$ cat config.mk
export PLATFORM = sky130hd
export DESIGN_NAME = uart_term_writer
export DESIGN_NICKNAME = d
export VERILOG_FILES = /design/src/rtl/term_pkg.sv /design/src/rtl/uart_term_writer.sv
export SDC_FILE = /design/constraint.sdc
export NUM_CORES = 1
export LEC_CHECK = 0
export ABC_AREA = 1
export ABC_CLOCK_PERIOD_IN_PS = 3300
export CAP_MARGIN = 0
export CORE_UTILIZATION = 56
export CTS_CLUSTER_DIAMETER = 60
export DETAILED_ROUTE_END_ITERATION = 10
export GPL_TIMING_DRIVEN = 0
export MAX_ROUTING_LAYER = met4
export PLACE_DENSITY = 0.86
export SLEW_MARGIN = 20
export SYNTH_ARGS = -nofsm -noshare
export SYNTH_HDL_FRONTEND = slang
export SYNTH_SLANG_ARGS = --single-unit
$ cat constraint.sdc
create_clock -name clk -period 3.3 [get_ports clk]
set_input_delay 0.99 -clock clk [delete_from_list [all_inputs] [get_ports clk]]
set_output_delay 0.99 -clock clk [all_outputs]
set_load 0.05 [all_outputs]
$ cat src/rtl/term_pkg.sv
// Shared constants, control-byte codes and FSM state encoding for the UART terminal writer.
package term_pkg;

  localparam int unsigned DEF_COLS = 80;
  localparam int unsigned DEF_ROWS = 30;
  localparam logic [7:0]  DEF_FILL = 8'h20;

  localparam int unsigned COL_W  = 7;
  localparam int unsigned ROW_W  = 5;
  localparam int unsigned ADDR_W = 13;
  localparam int unsigned DATA_W = 8;

  localparam logic [7:0] CH_BS       = 8'h08;
  localparam logic [7:0] CH_LF       = 8'h0A;
  localparam logic [7:0] CH_CR       = 8'h0D;
  localparam logic [7:0] CH_ESC      = 8'h1B;
  localparam logic [7:0] CH_LBRACKET = 8'h5B;
  localparam logic [7:0] CH_J        = 8'h4A;

  typedef enum logic [2:0] {
    ST_CLR_ALL = 3'd0,
    ST_IDLE    = 3'd1,
    ST_ESC     = 3'd2,
    ST_CSI     = 3'd3,
    ST_CLR_ROW = 3'd4
  } state_t;

  function automatic logic is_printable(input logic [7:0] b);
    return (b >= 8'h20) && (b <= 8'h7E);
  endfunction

endpackage

$ cat src/rtl/uart_term_writer.sv
// Turns a UART byte stream into character-buffer writes: printable text, CR, BS,
// a minimal CSI parser (ESC [ ... J clears the screen) and row/screen clearing.
module uart_term_writer
  import term_pkg::*;
#(
  parameter int unsigned COLS = DEF_COLS,
  parameter int unsigned ROWS = DEF_ROWS,
  parameter logic [7:0]  FILL = DEF_FILL
) (
  input  logic              clk,
  input  logic              rst,
  input  logic [DATA_W-1:0] i_data,
  input  logic              i_valid,
  output logic              o_ready,
  output logic [ADDR_W-1:0] o_address,
  output logic [DATA_W-1:0] o_data,
  output logic              o_we,
  output logic [ADDR_W-1:0] o_cursor
);

  state_t              r_state;
  logic [COL_W-1:0]    r_col;
  logic [ROW_W-1:0]    r_row;
  logic                r_we;
  logic [ADDR_W-1:0]   r_address;
  logic [DATA_W-1:0]   r_data;

  state_t              w_state_nxt;
  logic [COL_W-1:0]    w_col_nxt;
  logic [ROW_W-1:0]    w_row_nxt;
  logic                w_we_nxt;
  logic [ADDR_W-1:0]   w_address_nxt;
  logic [DATA_W-1:0]   w_data_nxt;

  logic                w_accept;
  logic                w_col_last;
  logic                w_row_last;
  logic [ROW_W-1:0]    w_row_inc;
  logic [ADDR_W-1:0]   w_cur_addr;

  assign o_ready    = (r_state == ST_IDLE) || (r_state == ST_ESC) || (r_state == ST_CSI);
  assign w_accept   = i_valid && o_ready;
  assign w_col_last = (r_col == COL_W'(COLS - 1));
  assign w_row_last = (r_row == ROW_W'(ROWS - 1));
  assign w_row_inc  = w_row_last ? '0 : r_row + ROW_W'(1);
  assign w_cur_addr = {1'b0, r_row, r_col};

  assign o_address  = r_address;
  assign o_data     = r_data;
  assign o_we       = r_we;
  assign o_cursor   = w_cur_addr;

  // Next-state and write decode; the col/row pair doubles as the clear sequencer.
  always_comb begin
    w_state_nxt   = r_state;
    w_col_nxt     = r_col;
    w_row_nxt     = r_row;
    w_we_nxt      = 1'b0;
    w_address_nxt = r_address;
    w_data_nxt    = r_data;

    case (r_state)
      ST_CLR_ALL: begin
        w_we_nxt      = 1'b1;
        w_address_nxt = w_cur_addr;
        w_data_nxt    = FILL;
        if (w_col_last) begin
          w_col_nxt = '0;
          w_row_nxt = w_row_inc;
          if (w_row_last) begin
            w_state_nxt = ST_IDLE;
          end
        end else begin
          w_col_nxt = r_col + COL_W'(1);
        end
      end

      ST_CLR_ROW: begin
        w_we_nxt      = 1'b1;
        w_address_nxt = w_cur_addr;
        w_data_nxt    = FILL;
        if (w_col_last) begin
          w_col_nxt   = '0;
          w_state_nxt = ST_IDLE;
        end else begin
          w_col_nxt = r_col + COL_W'(1);
        end
      end

      ST_IDLE: begin
        if (w_accept) begin
          if (is_printable(i_data)) begin
            w_we_nxt      = 1'b1;
            w_address_nxt = w_cur_addr;
            w_data_nxt    = i_data;
            if (w_col_last) begin
              w_col_nxt   = '0;
              w_row_nxt   = w_row_inc;
              w_state_nxt = ST_CLR_ROW;
            end else begin
              w_col_nxt = r_col + COL_W'(1);
            end
          end else if (i_data == CH_CR) begin
            w_col_nxt   = '0;
            w_row_nxt   = w_row_inc;
            w_state_nxt = ST_CLR_ROW;
          end else if (i_data == CH_BS) begin
            if (r_col != '0) begin
              w_col_nxt     = r_col - COL_W'(1);
              w_we_nxt      = 1'b1;
              w_address_nxt = {1'b0, r_row, r_col - COL_W'(1)};
              w_data_nxt    = FILL;
            end
          end else if (i_data == CH_ESC) begin
            w_state_nxt = ST_ESC;
          end else if (i_data == CH_LF) begin
            w_state_nxt = ST_IDLE;
          end
        end
      end

      ST_ESC: begin
        if (w_accept) begin
          w_state_nxt = (i_data == CH_LBRACKET) ? ST_CSI : ST_IDLE;
        end
      end

      ST_CSI: begin
        if (w_accept) begin
          if ((i_data >= 8'h30) && (i_data <= 8'h3F)) begin
            w_state_nxt = ST_CSI;
          end else if ((i_data == CH_J)) begin
            w_state_nxt = ST_CLR_ALL;
            w_col_nxt   = '0;
            w_row_nxt   = '0;
          end else begin
            // Non-J finals and malformed bytes both just end the sequence.
            w_state_nxt = ST_IDLE;
          end
        end
      end

      default: begin
        w_state_nxt = ST_CLR_ALL;
        w_col_nxt   = '0;
        w_row_nxt   = '0;
      end
    endcase
  end

  always_ff @(posedge clk) begin
    if (rst) begin
      r_state   <= ST_CLR_ALL;
      r_col     <= '0;
      r_row     <= '0;
      r_we      <= 1'b0;
      r_address <= '0;
      r_data    <= '0;
    end else begin
      r_state   <= w_state_nxt;
      r_col     <= w_col_nxt;
      r_row     <= w_row_nxt;
      r_we      <= w_we_nxt;
      r_address <= w_address_nxt;
      r_data    <= w_data_nxt;
    end
  end

endmodule

== After elaboration in Yosys (flattened, before gate mapping) ==
Cells that the tools add are included.

* Register bits after elaboration: 37
* Latch bits: 0
* RAM bits: 0
* Memory bits (read-only): 0
* Input bits: 11
* Output and inout bits: 36
* Word-level logic and storage cells: 111
* Memories: 0

* $add $sub $neg: 3
* Multipliers: 0
* Div/mod/pow operators: 0
* $lt $le $gt $ge: 4
* Equality and inequality tests: 29
* Shift-type cells: 0
* Mux-type cells: 53
* Bitwise logic cells: 2
* Reduce and logical (&&, ||, !) cells: 14

{| class="wikitable"
|+ Operators with widths
! kind !! count
|-
| $mux W13 || 5
|-
| $mux W7 || 9
|-
| $mux W5 || 8
|-
| $mux W8 || 5
|-
| $mux W3 || 12
|-
| $pmux W7 S4 || 1
|-
| $pmux W13 S2 || 1
|-
| $eq A8 B4 Y1 const B || 3
|-
| $pmux W5 S4 || 1
|-
| $eq A8 B7 Y1 const B || 2
|-
| $ge A8 B6 Y1 const B || 2
|-
| $pmux W8 S2 || 1
|-
| $pmux W3 S5 || 1
|-
| $ne A2 B2 Y1 const B || 7
|-
| $ne A3 B1 Y1 const B || 3
|-
| $reduce_and A9 Y1 || 1
|-
| $eq A8 B5 Y1 const B || 1
|-
| $le A8 B6 Y1 const B || 1
|-
| $le A8 B7 Y1 const B || 1
|-
| $ne A4 B1 Y1 const B || 2
|-
| $add A7 B1 Y7 const B || 1
|-
| $eq A7 B7 Y1 const B || 1
|-
| $reduce_and A7 Y1 || 1
|-
| $reduce_bool A7 Y1 || 1
|-
| other kinds (21) || 34
|}

== Logic depth before layout (Yosys ltp) ==
Gate-level depths: netlist of the first run.

* Depth in word-level cells: 8
* Mapped depth: 13
* Depth with buffers taken out: 13

== Worst setup path before layout of the first run ==
OpenSTA, ideal clock, no wires.

* Path type: register to output
* From: reg r_state[0]
* To: out o_ready
* Data arrival time: 1.184 ns
* Required time: 2.310 ns
* Slack: 1.126 ns
* Cell stages (with the launch flop): 3
* Buffers on the path: 0
* Path through: dfxtp_1 nor2_1 nor2_1

* Longest elaborated chain between the ends: 3
* Elaborated cells between the ends (all ways): 5
* Classes of those cells: eq/ne: 3; reduce/logical: 2

{| class="wikitable"
|+ Ends and longest elaborated chain
! element !! RTL line !! text
|-
| start: declaration || uart_term_writer.sv:21 || <nowiki>state_t r_state;</nowiki>
|-
| start signal: assignment || uart_term_writer.sv:160 || <nowiki>r_state <= w_state_nxt;</nowiki>
|-
| $eq A3 B1 Y1 / $eq A3 B2 Y1 (equally long branches) || uart_term_writer.sv:41 || <nowiki>assign o_ready = (r_state == ST_IDLE) || (r_state == ST_ESC) || (r_state == ST_CSI);</nowiki>
|-
| $logic_or A1 B1 Y1 || uart_term_writer.sv:41 ||
|-
| $logic_or A1 B1 Y1 * || uart_term_writer.sv:41 ||
|-
| end: declaration || uart_term_writer.sv:14 || <nowiki>output logic o_ready,</nowiki>
|}

Mark *: on every way between the ends. The rest lies on a longest branch, timed or not.

== Worst setup path in the final report of the first run ==
Same ends and word-level chain as after synthesis.

==> impl_metrics.ini, run 1 <==
[flow_run]
maxCapViolations = 0

[sta]
fin_crit_sh_pct = 86.7
fin_ws_ns = 0.439
tightest_slew_ns = 0.530
hold_viol = 0
finalClockSkew_ns = 0.00591
drv_slew = 0
finalSetupTns_ns = 0
grt_setup_unrepaired = no
timing.final.crit_period_ns = 2.86
max_slew_margin_pct = 64.6
holdWs_ns = 0.459
fmax_mhz = 350
setup_viol_count_final = 0

[setup_path]
reg2reg_slack_ns = 1.40
slowest_stage = clkdlybuf4s50_1
criticalPathCategory = register to primary output
setup.worst_path.start_class = register
crit_family = buffers and inverters
crit_chain = nor2_1 -> nor2_1 -> clkdlybuf4s50_1
max_stage_delay_ns = 0.82
r2r-end = r_state[0]$_SDFFE_PP0P_
timing.critical_path.arrival_ns = 1.87
r2r_cells = 10
critPathCaptureType = primary output
cp.required_ns = 2.31
cp_common_cell = nor2_1
path_buf_inv = 1
crit_fanout = 7
crit-reg2reg-launch = r_col[0]$_SDFFE_PP0P_
crit_path_start = r_state[0]$_SDFFE_PP0P_

[global_route]
track_usage_pct = 28.7
grt_pass1_vias = 2255
grt_pass1_wl_microns = 9580
grt_max_degree = 11
grt_remaining_overflow = 0
antenna_found_initial = 0

[synth]
synth_warnings = 0
synthArstFlopShare_pct = 0
yosys.area.top_type = dfxtp_1
netlist_area_sq_um = 2350
synth_edf_count = 0
synth_top_area_share_pct = 30.6
synth-seq-cells = 36
synth_area_leaders = dfxtp_1 31%, nand2_1 13%, nor2_1 12%
ys.flop_type = dfxtp_1
synth_area_per_cell_sq_um = 6.18
yosysSeqAreaShare_pct = 30.6
synth_cell_type_count = 29
syn_inst = 381

[cells_and_area]
final_cell_mix = 83 x nand2_1, 77 x nor2_1, 44 x clkdlybuf4s50_1
drive_gt1_share_pct = 9.01
area_growth_pct = 24.8
mostFrequentLayoutCell = nand2_1
diodes = 0
utilization_pct = 73.0
fin_nets = 449

[route]
drt_first_pass_iters = 7
post_drt_wl_per_cell_microns = 11.9
antenna_left = 0
wl_microns = 5750
drt_iter0_markers = 132
drc_errors = 0
via_per_inst = 5.26
vias = 2542

[cts]
ctsHtreeMaxLevel = 2
clockRootBuffer = clkbuf_8
ctsHoldBuffers = 0
cts_setup_buffers = 0
cts_tree = built
cts_resized = 0
clk_pin_slew_ns = 0.07
clk_latency_ns = 0.29
cts-buffers-inserted = 5
clock_path_buffers = 2
cts_sinks = 36

[status]
status = completed

[place]
place_ws_ns = 0.399
dp_hpwl_microns = 4360
routabilityCongestion = 0.913
io_buffers = 44

[worst_hold_path]
min_to = o_data[7]$_SDFFE_PP0P_
hold_path.startpoint = o_data[7]$_SDFFE_PP0P_
hold_path_class = register to register
hold_depth = 2

[floorplan]
fp.coreArea_sq_um = 4030
fp.dieW_microns = 66.8
ioPinCount = 47
rows = 23
dieArea_sq_um = 4470
die_h_microns = 66.8
initial_core_util_pct = 58.4

[pwr]
irDropWorstVdd_mv = 0.195
power_uw = 872
pwr_density_cell_nw_per_um2 = 297
power.leakage_uw = 0.00137
## metal layers
metal	track usage (%)	vias up	part of all wire (%)
met5	-	-	0
met4	12.5	0	2.8
met3	4.62	21	6.0
met2	48.9	106	48
met1	33.1	1115	44
li1	-	1300	-
## metrics by stage
step / instances / instance area, sq um
after CTS: 483 / 2940
after floorplan: 382 / 2360
after detailed placement: 476 / 2860
final: 483 / 2940
after global placement: 476 / 2860
after global routing: 483 / 2940
## state kept, by name (all words and copies together), names as in the netlist
name / cells
r_state: 3
r_row: 5
r_col: 7
o_we: 1
o_address: 12
o_data: 8
## cell usage after synthesis (5+ instances only)
library cell	number
a21oi_1	9
buf_4	8
dfxtp_1	36
ha_1	5
inv_1	41
nand2_1	83
nand2_2	5
nand3_1	28
nand4_1	6
nor2_1	77
nor2_2	6
o21ai_0	40
xor2_1	6
## kinds of logic (layout without fill, tap and decap cells)
kind of cell               count (synthesis)  in the layout  synth area share (%)
DFF                                       36             36                  30.6
xor gates and xnor gates                   6              6                  2.23
AOI/OAI and AO/OA                         56             56                  12.3
other                                      1              2                 0.159
adders and majority gates                  5              5                  2.66
buffers and inverters                     60            111                  12.0
and+or+nand+nor                          217            217                  40.1
## cell type report
class                   instances  area [sq um]
plain buffers                  15           113
clock buffers                   6          72.6
clock inverters                 1          5.00
fillers                       389          1090
inverters                      45           169
multi-input cells             286          1360
flip-flops and latches         36           721
well taps                      50          62.6
repair buffers                 44           440
## worst register-to-register path: cells and delay by family, from the launching register on
| kind | cells | cell delay (ns) |
|---|---|---|
| adders and majority gates | 1 | 0.24 |
| DFF | 1 | 0.43 |
| and+or+nand+nor | 9 | 1.13 |
## how the worst max path moves through the flow
stage,cells past startpoint,to
finish,3,o_ready
global route,3,o_ready
CTS,3,o_ready
detailed placement,10,r_col[3]$_SDFFE_PP0P_
global placement,10,r_col[5]$_SDFFE_PP0P_
floorplan,2,o_ready
## where the power goes
group | internal [uW] | total, uW | switching, uW
Combinational | 45.5 | 128 | 82.3
Sequential | 441 | 446 | 5.24
Clock | 144 | 298 | 155
Total | 630 | 872 | 242
(Power assumes the default switching activity.)
==> run 2, diff against run 1 <==
CAP_MARGIN = 25   (was 0)
REMOVE_ABC_BUFFERS = 1   (was default)
==> impl_metrics.ini, run 2 (synthesis results as in run 1) <==
[status]
status = completed

[cts]
clk_latency_ns = 0.28
cts_resized = 0
ctsHoldBuffers = 0
cts_sinks = 36
clock_path_buffers = 2
cts-buffers-inserted = 5
clk_pin_slew_ns = 0.07
cts_setup_buffers = 0
cts_tree = built
ctsHtreeMaxLevel = 2
clockRootBuffer = clkbuf_8

[route]
drt_first_pass_iters = 4
post_drt_wl_per_cell_microns = 11.8
vias = 2475
drt_iter0_markers = 159
via_per_inst = 5.28
antenna_left = 0
wl_microns = 5510
drc_errors = 0

[place]
dpl_cell_area_sq_um = 2750
routabilityCongestion = 0.876
dp_cells = 461
dp_hpwl_microns = 4050
io_buffers = 44

[sta]
finalSetupTns_ns = 0
grt_setup_unrepaired = no
tightest_slew_ns = 0.816
fin_crit_sh_pct = 89.6
hold_viol = 0
timing.final.crit_period_ns = 2.96
fmax_mhz = 338
finalClockSkew_ns = 0.00215
drv_slew = 0
setup_viol_count_final = 0
max_slew_margin_pct = 45.6

[worst_hold_path]
hold_depth = 2
hold_path_class = register to register

[pwr]
pwr-share-seq_pct = 51.0
power.leakage_uw = 0.00131
irDropWorstVdd_mv = 0.177
power_switching_uw = 248
pwr_density_cell_nw_per_um2 = 309
p_sw_share_pct = 28.3
clkPwrFrac_pct = 35.3
p_comb_share_pct = 13.7
internal_power_uw = 630

[cells_and_area]
final_area_sq_um = 2840
diodes = 0
multi_input_area_sq_um = 1360
drive_gt1_share_pct = 6.92
largest_reg_flops = 12
mostFrequentLayoutCell = nand2_1
finalNonFillerCells = 469
fin_nets = 434
nFillCells = 361
area_growth_pct = 20.8
seqCellArea_sq_um = 721
final_cell_mix = 83 x nand2_1, 77 x nor2_1, 44 x clkdlybuf4s50_1

[flow_run]
maxCapViolations = 0

[setup_path]
timing.critical_path.arrival_ns = 3.13
r2r_cells = 9
reg2reg_slack_ns = 1.11
crit_path_start = i_data[5]
r2r-end = o_data[3]$_SDFFE_PP0P_
endpoint = o_data[3]$_SDFFE_PP0P_
critPathCaptureType = register
cp.required_ns = 3.47
criticalPathCategory = input pin to register
crit_fanout = 20
setup.worst_path.start_class = input pin
crit-reg2reg-launch = r_col[0]$_SDFFE_PP0P_

[floorplan]
die_h_microns = 66.8
initial_core_util_pct = 58.4
fp.dieW_microns = 66.8
fp.coreArea_sq_um = 4030
rows = 23
ioPinCount = 47
dieArea_sq_um = 4470

[global_route]
antenna_found_initial = 0
grt_pass1_wl_microns = 9250
track_usage_pct = 27.3
grt_pass1_vias = 2109
grt_remaining_overflow = 0
grt_max_degree = 32
run 2: cell count changes in the layout (fill, tap and decap cells not counted):
cell	before	now
buf_4	8	0
buf_2	2	0
clkinv_2	1	2
o21ai_4	0	1
clkinv_4	0	1
buf_6	1	0
buf_12	1	0
o21ai_2	1	0
clkbuf_1	4	0
run 2: layer usage:
metal | global-route usage (%) | up-vias | share of wire, %
li1 | - | 1271 | -
met5 | - | - | 0
met3 | 4.45 | 6 | 4.7
met4 | 7.45 | 0 | 0.83
met1 | 36.4 | 1114 | 49
met2 | 42.6 | 84 | 46
run 2: critical path: stages:
cell and delay (ns):
clkdlybuf4s50_1 0.56, nand2_1 0.11, nor2_2 0.13, nand2_2 0.07
nand2_4 0.10, nand2_4 0.09, o21ai_4 0.47, inv_2 0.25
nand2_1 0.23, o21ai_0 0.11
run 2: worst min path at each step:
| stage | from | end | slack, ns |
|---|---|---|---|
| 6_report | o_data[7]$_SDFFE_PP0P_ | o_data[7]$_SDFFE_PP0P_ | 0.45 |
| 5_1_grt | o_data[7]$_SDFFE_PP0P_ | o_data[7]$_SDFFE_PP0P_ | 0.48 |
| 4_1_cts | o_data[7]$_SDFFE_PP0P_ | o_data[7]$_SDFFE_PP0P_ | 0.46 |
| 3_5_place_dp | o_data[7]$_SDFFE_PP0P_ | o_data[7]$_SDFFE_PP0P_ | 0.45 |
| 3_3_place_gp | o_data[7]$_SDFFE_PP0P_ | o_data[7]$_SDFFE_PP0P_ | 0.43 |
| 2_1_floorplan | r_state[1]$_SDFFE_PP0P_ | r_state[1]$_SDFFE_PP0P_ | 0.49 |
run 2: metrics by stage:
stage               power, uW  util, %  setup WS, ns  hold WS, ns
floorplan                 535        -         0.839        0.492
global placement          575     68.2        -0.180        0.430
detailed placement        578     68.2        -0.208        0.450
CTS                       884     70.4        0.0894        0.461
global route              915     70.6         0.153        0.485
finish                    879     70.6         0.344        0.452
run 2: power by group through the flow:
stage | registers [uW] | clock network (uW) | logic [uW]
floorplan | 478 | 0 | 57.2
global placement | 457 | 0 | 117
detailed placement | 458 | 0 | 120
CTS | 448 | 317 | 120
global route | 448 | 333 | 134
finish | 448 | 310 | 121
run 2: final cells by class:
class / instances / area share [%]
flip-flops and latches: 36 / 25.3
clock buffers: 5 / 2.42
multi-input cells: 286 / 48.0
clock inverters: 3 / 0.660
repair buffers: 44 / 15.5
inverters: 45 / 5.94
well taps: 50 / 2.20
